--- config.mk ---
export PLATFORM = sky130hd
export DESIGN_NAME = freq_counter_gated
export DESIGN_NICKNAME = d
export VERILOG_FILES = /design/src/rtl/freq_counter_pkg.sv /design/src/rtl/freq_counter_gated_seg7.sv /design/src/rtl/freq_counter_gated.sv
export SDC_FILE = /design/constraint.sdc
export NUM_CORES = 1
export LEC_CHECK = 0
export ABC_AREA = 1
export CORE_MARGIN = 4
export CORE_UTILIZATION = 57
export CTS_CLUSTER_DIAMETER = 30
export CTS_CLUSTER_SIZE = 12
export DETAILED_ROUTE_END_ITERATION = 10
export PLACE_DENSITY_LB_ADDON = 0.25
export SETUP_SLACK_MARGIN = 0.05
export SLEW_MARGIN = 20
export SYNTH_ARGS = -nofsm -noshare
export SYNTH_HDL_FRONTEND = slang
export SYNTH_SLANG_ARGS = --single-unit
--- constraint.sdc ---
create_clock -name clck -period 1.75 [get_ports clck]
set_input_delay 0.175 -clock clck [delete_from_list [all_inputs] [get_ports clck]]
set_output_delay 0.175 -clock clck [all_outputs]
set_load 0.005 [all_outputs]
--- src/rtl/freq_counter_pkg.sv ---
// Shared types and constants for the gated frequency counter and its display path.
package freq_counter_pkg;

    localparam int SEG_W = 7;
    localparam int BCD_W = 4;

    typedef enum logic [1:0] {
        IDLE  = 2'd0,
        SHIFT = 2'd1,
        DONE  = 2'd2
    } conv_state_e;

    // Active-high segment patterns, bit 0 = a ... bit 6 = g
    localparam logic [SEG_W-1:0] SEG_0     = 7'b0111111;
    localparam logic [SEG_W-1:0] SEG_1     = 7'b0000110;
    localparam logic [SEG_W-1:0] SEG_2     = 7'b1011011;
    localparam logic [SEG_W-1:0] SEG_3     = 7'b1001111;
    localparam logic [SEG_W-1:0] SEG_4     = 7'b1100110;
    localparam logic [SEG_W-1:0] SEG_5     = 7'b1101101;
    localparam logic [SEG_W-1:0] SEG_6     = 7'b1111101;
    localparam logic [SEG_W-1:0] SEG_7     = 7'b0000111;
    localparam logic [SEG_W-1:0] SEG_8     = 7'b1111111;
    localparam logic [SEG_W-1:0] SEG_9     = 7'b1101111;
    localparam logic [SEG_W-1:0] SEG_BLANK = 7'b0000000;

    // Largest value representable with n decimal digits (10^n - 1)
    function automatic logic [63:0] pow10_minus1(input int n);
        logic [63:0] r;
        r = 64'd1;
        for (int i = 0; i < n; i++) begin
            r = r * 64'd10;
        end
        return r - 64'd1;
    endfunction

endpackage

--- src/rtl/freq_counter_gated_seg7.sv ---
// Single-digit BCD to 7-segment decoder; non-decimal codes show dark.
module seg7_decode
    import freq_counter_pkg::*;
(
    input  logic [BCD_W-1:0] bcd_i,
    output logic [SEG_W-1:0] seg_o
);

    // Pattern lookup for one digit
    always_comb begin
        seg_o = SEG_BLANK;
        case (bcd_i)
            4'd0:    seg_o = SEG_0;
            4'd1:    seg_o = SEG_1;
            4'd2:    seg_o = SEG_2;
            4'd3:    seg_o = SEG_3;
            4'd4:    seg_o = SEG_4;
            4'd5:    seg_o = SEG_5;
            4'd6:    seg_o = SEG_6;
            4'd7:    seg_o = SEG_7;
            4'd8:    seg_o = SEG_8;
            4'd9:    seg_o = SEG_9;
            default: seg_o = SEG_BLANK;
        endcase
    end

endmodule

--- src/rtl/freq_counter_gated.sv ---
// Gated frequency counter: counts sigin rising edges per GATE_CYCLES window,
// then converts the result to BCD / 7-segment with a serial double-dabble.
//
// state | meaning
// IDLE  | waiting for a window capture
// SHIFT | double-dabble, one bit per cycle, COUNT_W cycles
// DONE  | publish result (unless hold) and pulse valid
module freq_counter_gated
    import freq_counter_pkg::*;
#(
    parameter int COUNT_W     = 16,
    parameter int GATE_CYCLES = 1000,
    parameter int NUM_DIGITS  = 5
) (
    input  logic                        clck,
    input  logic                        reset,
    input  logic                        sigin,
    input  logic                        enable,
    input  logic                        hold,
    output logic [COUNT_W-1:0]          number,
    output logic [BCD_W*NUM_DIGITS-1:0] bcd,
    output logic [SEG_W*NUM_DIGITS-1:0] segment,
    output logic                        overflow,
    output logic                        valid
);

    localparam int GATE_W = (GATE_CYCLES > 1) ? $clog2(GATE_CYCLES) : 1;
    localparam int SCNT_W = $clog2(COUNT_W + 1);
    localparam int DIG_W  = BCD_W * NUM_DIGITS;
    localparam int SEGS_W = SEG_W * NUM_DIGITS;
    localparam logic [COUNT_W-1:0] CNT_MAX   = '1;
    localparam logic [GATE_W-1:0]  GATE_LAST = GATE_W'(GATE_CYCLES - 1);
    localparam logic [63:0]        DEC_MAX   = pow10_minus1(NUM_DIGITS);

    // The converter must be back in IDLE before the next window closes
    if (GATE_CYCLES < COUNT_W + 4) begin : g_gate_check
        $error("freq_counter_gated: GATE_CYCLES must be >= COUNT_W+4");
    end

    logic [2:0]         sync_q;
    logic               sig_rise;
    logic [GATE_W-1:0]  gate_q, gate_d;
    logic [COUNT_W-1:0] edge_cnt_q, edge_cnt_d;
    logic               sat_q, sat_d;
    logic               at_max, terminal, cap_sat;
    logic [COUNT_W-1:0] cap_value;

    conv_state_e        state_q, state_d;
    logic [COUNT_W-1:0] bin_q, bin_d;
    logic [COUNT_W-1:0] res_q, res_d;
    logic [DIG_W-1:0]   dig_q, dig_d, adj;
    logic [SCNT_W-1:0]  shift_cnt_q, shift_cnt_d;
    logic               ovf_q, ovf_d;
    logic [SEGS_W-1:0]  seg_dec;

    logic [COUNT_W-1:0] number_q, number_d;
    logic [DIG_W-1:0]   bcd_q, bcd_d;
    logic [SEGS_W-1:0]  segment_q, segment_d;
    logic               overflow_q, overflow_d;
    logic               valid_q, valid_d;

    // sync_q[0..2] = s1..s3; rising edge seen between s2 and s3
    assign sig_rise = sync_q[1] & ~sync_q[2];

    // Window timing and edge accumulation; the terminal cycle includes its own edge
    always_comb begin
        gate_d     = gate_q;
        edge_cnt_d = edge_cnt_q;
        sat_d      = sat_q;
        terminal   = 1'b0;
        at_max     = (edge_cnt_q == CNT_MAX);
        cap_value  = (sig_rise && !at_max) ? edge_cnt_q + COUNT_W'(1) : edge_cnt_q;
        cap_sat    = sat_q | (sig_rise & at_max);
        if (!enable) begin
            gate_d     = '0;
            edge_cnt_d = '0;
            sat_d      = 1'b0;
        end else if (gate_q == GATE_LAST) begin
            terminal   = 1'b1;
            gate_d     = '0;
            edge_cnt_d = '0;
            sat_d      = 1'b0;
        end else begin
            gate_d     = gate_q + GATE_W'(1);
            edge_cnt_d = cap_value;
            sat_d      = cap_sat;
        end
    end

    // Add-3 correction applied to every BCD nibble before each shift
    always_comb begin
        adj = dig_q;
        for (int i = 0; i < NUM_DIGITS; i++) begin
            if (dig_q[BCD_W*i +: BCD_W] >= 4'd5) begin
                adj[BCD_W*i +: BCD_W] = dig_q[BCD_W*i +: BCD_W] + 4'd3;
            end
        end
    end

    for (genvar g = 0; g < NUM_DIGITS; g++) begin : g_seg
        seg7_decode u_seg (
            .bcd_i (dig_q[BCD_W*g +: BCD_W]),
            .seg_o (seg_dec[SEG_W*g +: SEG_W])
        );
    end

    // Conversion FSM next-state and output register updates
    always_comb begin
        state_d     = state_q;
        bin_d       = bin_q;
        res_d       = res_q;
        dig_d       = dig_q;
        shift_cnt_d = shift_cnt_q;
        ovf_d       = ovf_q;
        number_d    = number_q;
        bcd_d       = bcd_q;
        segment_d   = segment_q;
        overflow_d  = overflow_q;
        valid_d     = 1'b0;
        case (state_q)
            IDLE: begin
                if (terminal) begin
                    state_d     = SHIFT;
                    bin_d       = cap_value;
                    res_d       = cap_value;
                    dig_d       = '0;
                    shift_cnt_d = SCNT_W'(COUNT_W - 1);
                    ovf_d       = cap_sat | (64'(cap_value) > DEC_MAX);
                end
            end
            SHIFT: begin
                {dig_d, bin_d} = {adj, bin_q} << 1;
                if (shift_cnt_q == '0) begin
                    state_d = DONE;
                end else begin
                    shift_cnt_d = shift_cnt_q - SCNT_W'(1);
                end
            end
            DONE: begin
                state_d = IDLE;
                if (!hold) begin
                    number_d   = res_q;
                    bcd_d      = dig_q;
                    segment_d  = seg_dec;
                    overflow_d = ovf_q;
                    valid_d    = 1'b1;
                end
            end
            default: state_d = IDLE;
        endcase
    end

    // All state registers with synchronous reset
    always_ff @(posedge clck) begin
        if (reset) begin
            sync_q      <= '0;
            gate_q      <= '0;
            edge_cnt_q  <= '0;
            sat_q       <= 1'b0;
            state_q     <= IDLE;
            bin_q       <= '0;
            res_q       <= '0;
            dig_q       <= '0;
            shift_cnt_q <= '0;
            ovf_q       <= 1'b0;
            number_q    <= '0;
            bcd_q       <= '0;
            segment_q   <= '0;
            overflow_q  <= 1'b0;
            valid_q     <= 1'b0;
        end else begin
            sync_q      <= {sync_q[1:0], sigin};
            gate_q      <= gate_d;
            edge_cnt_q  <= edge_cnt_d;
            sat_q       <= sat_d;
            state_q     <= state_d;
            bin_q       <= bin_d;
            res_q       <= res_d;
            dig_q       <= dig_d;
            shift_cnt_q <= shift_cnt_d;
            ovf_q       <= ovf_d;
            number_q    <= number_d;
            bcd_q       <= bcd_d;
            segment_q   <= segment_d;
            overflow_q  <= overflow_d;
            valid_q     <= valid_d;
        end
    end

    assign number   = number_q;
    assign bcd      = bcd_q;
    assign segment  = segment_q;
    assign overflow = overflow_q;
    assign valid    = valid_q;

endmodule

==> results of run 1 <==
==> kinds of logic after synthesis <==
group                    after synthesis
AO/OA/AOI/OAI                        248
flip-flops                           163
AND/OR/NAND/NOR                      421
buffers and inverters                157
XOR/XNOR                               6
adder cells (fa/ha/maj)               38
==> stage by stage <==
stage	hold slack [ps]	power, mW	utilization, %	instances
2_1_floorplan	282.0	3.870	-	1033
3_3_place_gp	391.3	3.915	68.26	1280
3_5_place_dp	396.7	3.916	68.26	1280
4_1_cts	181.2	7.986	73.45	1313
5_1_grt	242.3	8.180	75.37	1322
6_report	186.2	7.965	75.37	1322
==> power breakdown <==
part / internal [mW] / switching [mW] / total, mW
clock: 2.63 / 1.49 / 4.12
combinational: 0.0369 / 0.0844 / 0.121
sequential: 3.72 / 0.00415 / 3.72
==> layout make-up <==
class                           count  area [µm²]  share of cell area [%]
Clock inverter                     10       177.7                   1.845
Tap cell                          172       215.2                   2.235
Multi-Input combinational cell    713        3779                   39.25
Sequential cell                   163        3268                   33.94
Timing Repair Buffer              134        1306                   13.57
Clock buffer                       22       474.2                   4.925
Inverter                          108       407.9                   4.237
==> final timing paths <==
path | slack [ps] | to | startpoint
setup reg to reg | 40 | dig_q[2] | gate_q[0]
hold reg to reg | 400 | sync_q[1] | sync_q[0]
hold / removal | 190 | shift_cnt_q[2] | reset
setup / recovery | 40 | dig_q[2] | gate_q[0]
==> state kept, by name (all words and copies together), names as in the netlist <==
signal,cells
bin_q,16
edge_cnt_q,16
state_q,2
number,16
bcd,20
sat_q,1
sync_q,3
gate_q,10
res_q,16
overflow,1
valid,1
segment,35
ovf_q,1
dig_q,20
shift_cnt_q,5
==> worst register-to-register path, stage by stage (launching register included) <==
cell                      delay (ps)
sky130_fd_sc_hd__dfxtp_2         360
sky130_fd_sc_hd__ha_4            150
sky130_fd_sc_hd__nand2_2          70
sky130_fd_sc_hd__nor2_4          140
sky130_fd_sc_hd__nand2_2          90
sky130_fd_sc_hd__nor2_4          130
sky130_fd_sc_hd__nand3_4         150
sky130_fd_sc_hd__inv_4           110
sky130_fd_sc_hd__nor2_2           50
sky130_fd_sc_hd__buf_4           160
sky130_fd_sc_hd__nand2_1          90
sky130_fd_sc_hd__a21oi_2          70
==> routing by layer <==
layer  track usage [%]  routed length [µm]
met1             32.71                8627
met2             39.77                8966
met3             5.032                 959
met4             9.797                 383
met5                 0                   0
==> cell usage in the layout (no fill, tap or decap), types with 4 or more instances in the layout <==
cell type,n
sky130_fd_sc_hd__nand3_2,12
sky130_fd_sc_hd__a21oi_2,8
sky130_fd_sc_hd__nand3_1,48
sky130_fd_sc_hd__nand3b_1,4
sky130_fd_sc_hd__o21ai_1,4
sky130_fd_sc_hd__nor2_4,6
sky130_fd_sc_hd__nor2_2,8
sky130_fd_sc_hd__o21ai_0,90
sky130_fd_sc_hd__buf_12,6
sky130_fd_sc_hd__dfxtp_1,159
sky130_fd_sc_hd__clkbuf_16,19
sky130_fd_sc_hd__ha_1,35
sky130_fd_sc_hd__buf_4,45
sky130_fd_sc_hd__inv_1,103
sky130_fd_sc_hd__clkinv_2,4
sky130_fd_sc_hd__nand2_2,6
sky130_fd_sc_hd__nor2_1,103
sky130_fd_sc_hd__dfxtp_2,4
sky130_fd_sc_hd__nor3_1,6
sky130_fd_sc_hd__nand2_1,215
sky130_fd_sc_hd__bufinv_16,5
sky130_fd_sc_hd__xor2_1,6
sky130_fd_sc_hd__inv_2,4
sky130_fd_sc_hd__o21a_1,4
sky130_fd_sc_hd__clkdlybuf4s50_1,76
sky130_fd_sc_hd__a21oi_1,128
==> repair_timing <==
action / CTS / global route
hold endpoints to repair: 0 / 0
pin swaps: 0 / 6
endpoints found under the setup margin: 29 / 59
setup buffers: 1 / 5
gates cloned: 0 / 4
resized for setup: 2 / 42
hold buffers: 0 / 0
==> results by group, run 1 <==
Clocking
  • Maximum buffer depth of the clock tree: 2
  • Clock tree from TritonCTS: done
  • Clock-pin slew reported for the worst setup and hold paths after clock tree synthesis: 60 ps
  • # clock sinks: 163
  • TritonCTS buffer count: 17
  • Cell at the root of the clock tree: sky130_fd_sc_hd__clkbuf_16
  • CTS H-tree lvls: 4
  • Clock latency reported for the late side of the worst-skew pair: 430 ps

Cells and area
  • Fill cell count: 918
  • Synth-to-Final Area Change: 27.80%
  • Number of antenna cells inserted: 0
  • Final non-filler cell area: 9628 µm²
  • Share of layout cells above drive strength 1: 12.96%
  • Net count, final: 1180

Timing
  • Max-slew headroom at the worst pin: 71.18%
  • Transition time at the pin with the least slew margin: 426.9 ps
  • Number of max-slew violations in the final report: 0
  • Post-route clock period utilization: 97.61%
  • Maximum achievable frequency: 0.5854 GHz
  • Total setup violations reported at the end of the flow: 0
  • Final Worst Setup Slack: 41.74 ps
  • Post-route minimum period: 1708 ps
  • Worst clock skew: 6.006 ps
  • RSZ-0062 raised after global routing: yes
  • Final hold viol count: 0
  • Setup TNS: 0 ps

Hold path
  • Hold-critical path depth: 4
  • Hold Crit Class: input pin to flip-flop

Routing
  • Total number of vias: 7065
  • DRT iter0 DRCs: 640
  • Length of the first detailed-routing pass in iterations: 5
  • DRC errors left: 0
  • Final Routed Wirelength: 18.94 mm
  • DR vias/cell: 5.344
  • Average wire length per cell after detail routing: 14.32 µm
  • Antenna Violating Nets Remaining: 0

Synth
  • Cell types with the highest counts after synthesis: sky130_fd_sc_hd__nand2_1, sky130_fd_sc_hd__dfxtp_1, sky130_fd_sc_hd__a21oi_1
  • Most repeated cell in the gate-level netlist after synthesis: sky130_fd_sc_hd__nand2_1
  • Netlist area before placement: 7533 µm²
  • Post-synthesis cell count: 1033
  • Complex-gate fraction of the synthesized area: 17.36%
  • Number of synthesized flops with an enable pin: 0
  • Average cell area after synthesis: 7.293 µm²
  • Warnings, synthesis: 0
  • Flip-flop and latch count after synthesis: 163
  • Portion of the post-synthesis area used by sequential elements: 43.32%
  • Top FF cell, synth: sky130_fd_sc_hd__dfxtp_1
  • Basic-gate share of the synthesized area counting and, or, nand and nor cells: 24.03%
  • Top cells by area, synth: sky130_fd_sc_hd__dfxtp_1, sky130_fd_sc_hd__nand2_1, sky130_fd_sc_hd__a21oi_1, sky130_fd_sc_hd__ha_1, sky130_fd_sc_hd__o21ai_0
  • Cell type with the highest aggregate area in the netlist: sky130_fd_sc_hd__dfxtp_1
  • Async set-or-reset flop fraction in the synthesized netlist: 0%
  • Share of the synthesized area in the top cell type: 43.32%
  • Xor/xnor share of the synthesized area: 0.6976%
  • Mapped Nets: 1076
  • Multiplexer area fraction after synthesis: 0%
  • Main combinational cell family by area after synthesis: simple AND/OR/NAND/NOR gates
  • Synth Area in Adders: 6.311%
  • Count of distinct cell types in the synthesized netlist: 39

Placed design
  • DP Area: 8720 µm²
  • Last weighted congestion value of the routability-driven placer: 0.8807
  • Detail Placement HPWL: 12.01 mm
  • Buffers on Ports: 77
  • Post-Place Worst Slack: 22.52 ps

Power
  • Static leakage: 3.942 nW
  • Peak VDD IR: 0.6381 mV
  • Power density over the cells: 827.2 nW/µm²

Critical path
  • R2r worst-path depth: 11
  • Max incr delay on CP: 360 ps
  • CP max-delay cell: sky130_fd_sc_hd__dfxtp_2
  • Family with the most delay on the worst path: simple AND/OR/NAND/NOR gates
  • Largest fanout on the critical path: 5
  • Count of buffer and inverter cells on the critical path: 2
  • Critical Path, Cell by Cell: ha_4, nand2_2, nor2_4, nand2_2, nor2_4, nand3_4, inv_4, nor2_2, buf_4, nand2_1, a21oi_2
  • Path type of the worst setup path: flip-flop to flip-flop
  • Crit. End Element: flip-flop
  • Data arrival time of the critical path: 2010 ps
  • Instance count on the critical path: 11
  • Type of element launching the critical path: flip-flop
  • Worst endpoint required time: 2060 ps

Global route
  • Aggregate global routing overflow: 0
  • Global-route wire length before repair: 30.35 mm
  • Number of global-route vias before repair: 6556
  • Total global routing track utilization: 24.72%
  • Initial antenna violation count: 0
  • Maximum number of pins on one net before global-route repair: 79

Run
  • Max_cap viols: 0

Status
  • Outcome: completed

Floorplan
  • Die extent in x: 123.0 µm
  • Row cnt: 41
  • Area of the die: 15120 µm²
  • # IOs: 78
  • Die Height: 123.0 µm
  • Starting density of the core: 58.98%
  • Core Box Area: 12770 µm²
Note: power is estimated with default switching activity, not from simulation.
==> run 2: changes to the inputs <==
- CELL_PAD_IN_SITES_DETAIL_PLACEMENT: not set -> 1
- CELL_PAD_IN_SITES_GLOBAL_PLACEMENT: not set -> 1
- CORE_MARGIN: 4 -> not set
- CORE_UTILIZATION: 57 -> 41
==> results by group, run 2 (synthesis results as in run 1) <==
Routing
  • DR vias/cell: 5.156
  • Final Routed Wirelength: 22.14 mm
  • Antenna Violating Nets Remaining: 0
  • Length of the first detailed-routing pass in iterations: 4
  • Average wire length per cell after detail routing: 15.95 µm
  • DRC errors left: 0
  • Total number of vias: 7157
  • DRT iter0 DRCs: 345

Hold path
  • Worst Hold Endpoint: segment[0]
  • Hold-critical path depth: 3
  • Startpoint of the worst hold path: reset
  • Hold Crit Class: input pin to flip-flop

Cells and area
  • Number of antenna cells inserted: 0
  • Share of layout cells above drive strength 1: 16.22%
  • Number of flip-flops in the largest register: 35
  • Final non-filler cell area: 9829 µm²
  • Most frequent standard cell in the layout excluding fill and tap cells: sky130_fd_sc_hd__nand2_1
  • Net count, final: 1189
  • Register Area: 3276 µm²
  • Fill cell count: 2234
  • Most used cells in the layout excluding fill and tap cells: sky130_fd_sc_hd__nand2_1, sky130_fd_sc_hd__dfxtp_1, sky130_fd_sc_hd__a21oi_1, sky130_fd_sc_hd__nor2_1, sky130_fd_sc_hd__inv_1
  • Synth-to-Final Area Change: 30.48%
  • Combined area of the multi-input logic cells: 3901 µm²
  • Number of non-filler instances in the completed layout: 1388
  • Fraction of the core area covered by cells at the end of the flow: 54.72%

Timing
  • Number of max-slew violations in the final report: 0
  • Final hold viol count: 0
  • Transition time at the pin with the least slew margin: 396.9 ps
  • Maximum achievable frequency: 0.5784 GHz
  • Post-route clock period utilization: 98.79%
  • Total setup violations reported at the end of the flow: 0
  • Worst clock skew: 11.20 ps
  • RSZ-0062 raised after global routing: yes
  • Setup TNS: 0 ps
  • Worst hold slack after final layout: 239.8 ps
  • Post-route minimum period: 1729 ps
  • Max-slew headroom at the worst pin: 73.54%
  • Final Worst Setup Slack: 21.20 ps

Global route
  • Global-route wire length before repair: 34.47 mm
  • Number of global-route vias before repair: 6951
  • Initial antenna violation count: 0
  • Maximum number of pins on one net before global-route repair: 79
  • Total global routing track utilization: 23.24%
  • Aggregate global routing overflow: 0

Placed design
  • Post-Place Worst Slack: -46.20 ps
  • Detail Placement HPWL: 14.64 mm
  • Buffers on Ports: 77
  • Last weighted congestion value of the routability-driven placer: 0.7944
  • Placed Cells incl. Taps: 1346
  • DP Area: 8884 µm²

Critical path
  • Max incr delay on CP: 360 ps
  • R2r endpoint: bin_q[4]
  • Path type of the worst setup path: flip-flop to flip-flop
  • Data arrival time of the critical path: 2030 ps
  • R2r worst-path depth: 10
  • Largest fanout on the critical path: 5
  • Count of buffer and inverter cells on the critical path: 3
  • Worst endpoint required time: 2060 ps
  • Instance count on the critical path: 10
  • CP max-delay cell: sky130_fd_sc_hd__dfxtp_2
  • Family with the most delay on the worst path: simple AND/OR/NAND/NOR gates
  • Worst reg-to-reg setup slack: 20 ps
  • Critical Path, Cell by Cell: ha_4, nand3_4, inv_2, buf_6, nand4_4, clkbuf_16, nand3b_1, nand2_2, nand2_2, a21oi_2
  • Critical path's most frequent cell: sky130_fd_sc_hd__nand2_2
  • R2r startpoint: edge_cnt_q[0]
  • Crit. End Element: flip-flop
  • Type of element launching the critical path: flip-flop

Clocking
  • Clock-pin slew reported for the worst setup and hold paths after clock tree synthesis: 70 ps
  • Clock latency reported for the late side of the worst-skew pair: 430 ps
  • CTS H-tree lvls: 4
  • Maximum buffer depth of the clock tree: 2
  • Clock tree from TritonCTS: done
  • TritonCTS buffer count: 17
  • Cell at the root of the clock tree: sky130_fd_sc_hd__clkbuf_16
  • # clock sinks: 163

Floorplan
  • Die extent in x: 137.6 µm
  • Area of the die: 18920 µm²
  • # IOs: 78
  • Row cnt: 49
  • Starting density of the core: 41.94%
  • Core Box Area: 17960 µm²
  • Die Height: 137.6 µm

Status
  • Outcome: completed

Power
  • Peak VDD IR: 0.6833 mV
  • PnR Total Power: 7.288 mW
  • Power density over the cells: 741.4 nW/µm²
  • Static leakage: 3.969 nW

Run
  • Max_cap viols: 0
==> run 2: cell types whose count changed in the layout (fill, tap and decap cells not counted), sizes merged <==
cell | before | now
bufinv | 5 | 0
clkinv | 4 | 7
buf | 56 | 63
clkinvlp | 1 | 3
clkbuf | 24 | 25
inv | 108 | 109
==> run 2: repair_timing <==
action,CTS,global route
hold buffers,0,0
gates resized for setup,7,71
cloned,0,4
endpoints found under the setup margin,39,58
setup buffers,0,6
pin swaps,0,6
==> run 2: metal layers <==
metal  global-route usage, %  vias up  routed length (µm)  share of wire [%]
li1                        -     3589                   -                  -
met3                   4.157       28                 623                2.8
met1                   31.05     3436               10600                 48
met2                   38.22      104               10630                 48
met4                   6.349        0                 285                1.3
met5                       0        -                   0                  0
==> run 2: final cells by class <==
type / count / share of cell area [%]
tap: 229 / 2.915
timing repair buffer: 143 / 14.51
sequential: 163 / 33.32
inverter: 108 / 4.150
clock inverter: 11 / 0.8274
clock buffer: 21 / 4.582
multi-input combinational: 713 / 39.69
==> run 2: how the worst max path moves through the flow <==
stage,start,endpoint,slack [ps]
floorplan,gate_q[0],dig_q[11],220
CTS,edge_cnt_q[1],bin_q[3],50
detailed placement,hold,segment[3],-50
global route,edge_cnt_q[0],bin_q[4],-40
finish,edge_cnt_q[0],bin_q[4],20
global placement,hold,segment[0],10
==> run 2: report_power, final <==
part           internal, mW  switching [mW]
logic                0.0363          0.0885
clock network          1.86            1.59
registers              3.72         0.00414
==> run 2: worst min-delay path, cell delays in order <==
cell and delay (ps):
sky130_fd_sc_hd__buf_2 120, sky130_fd_sc_hd__buf_12 190, sky130_fd_sc_hd__a21oi_1 140
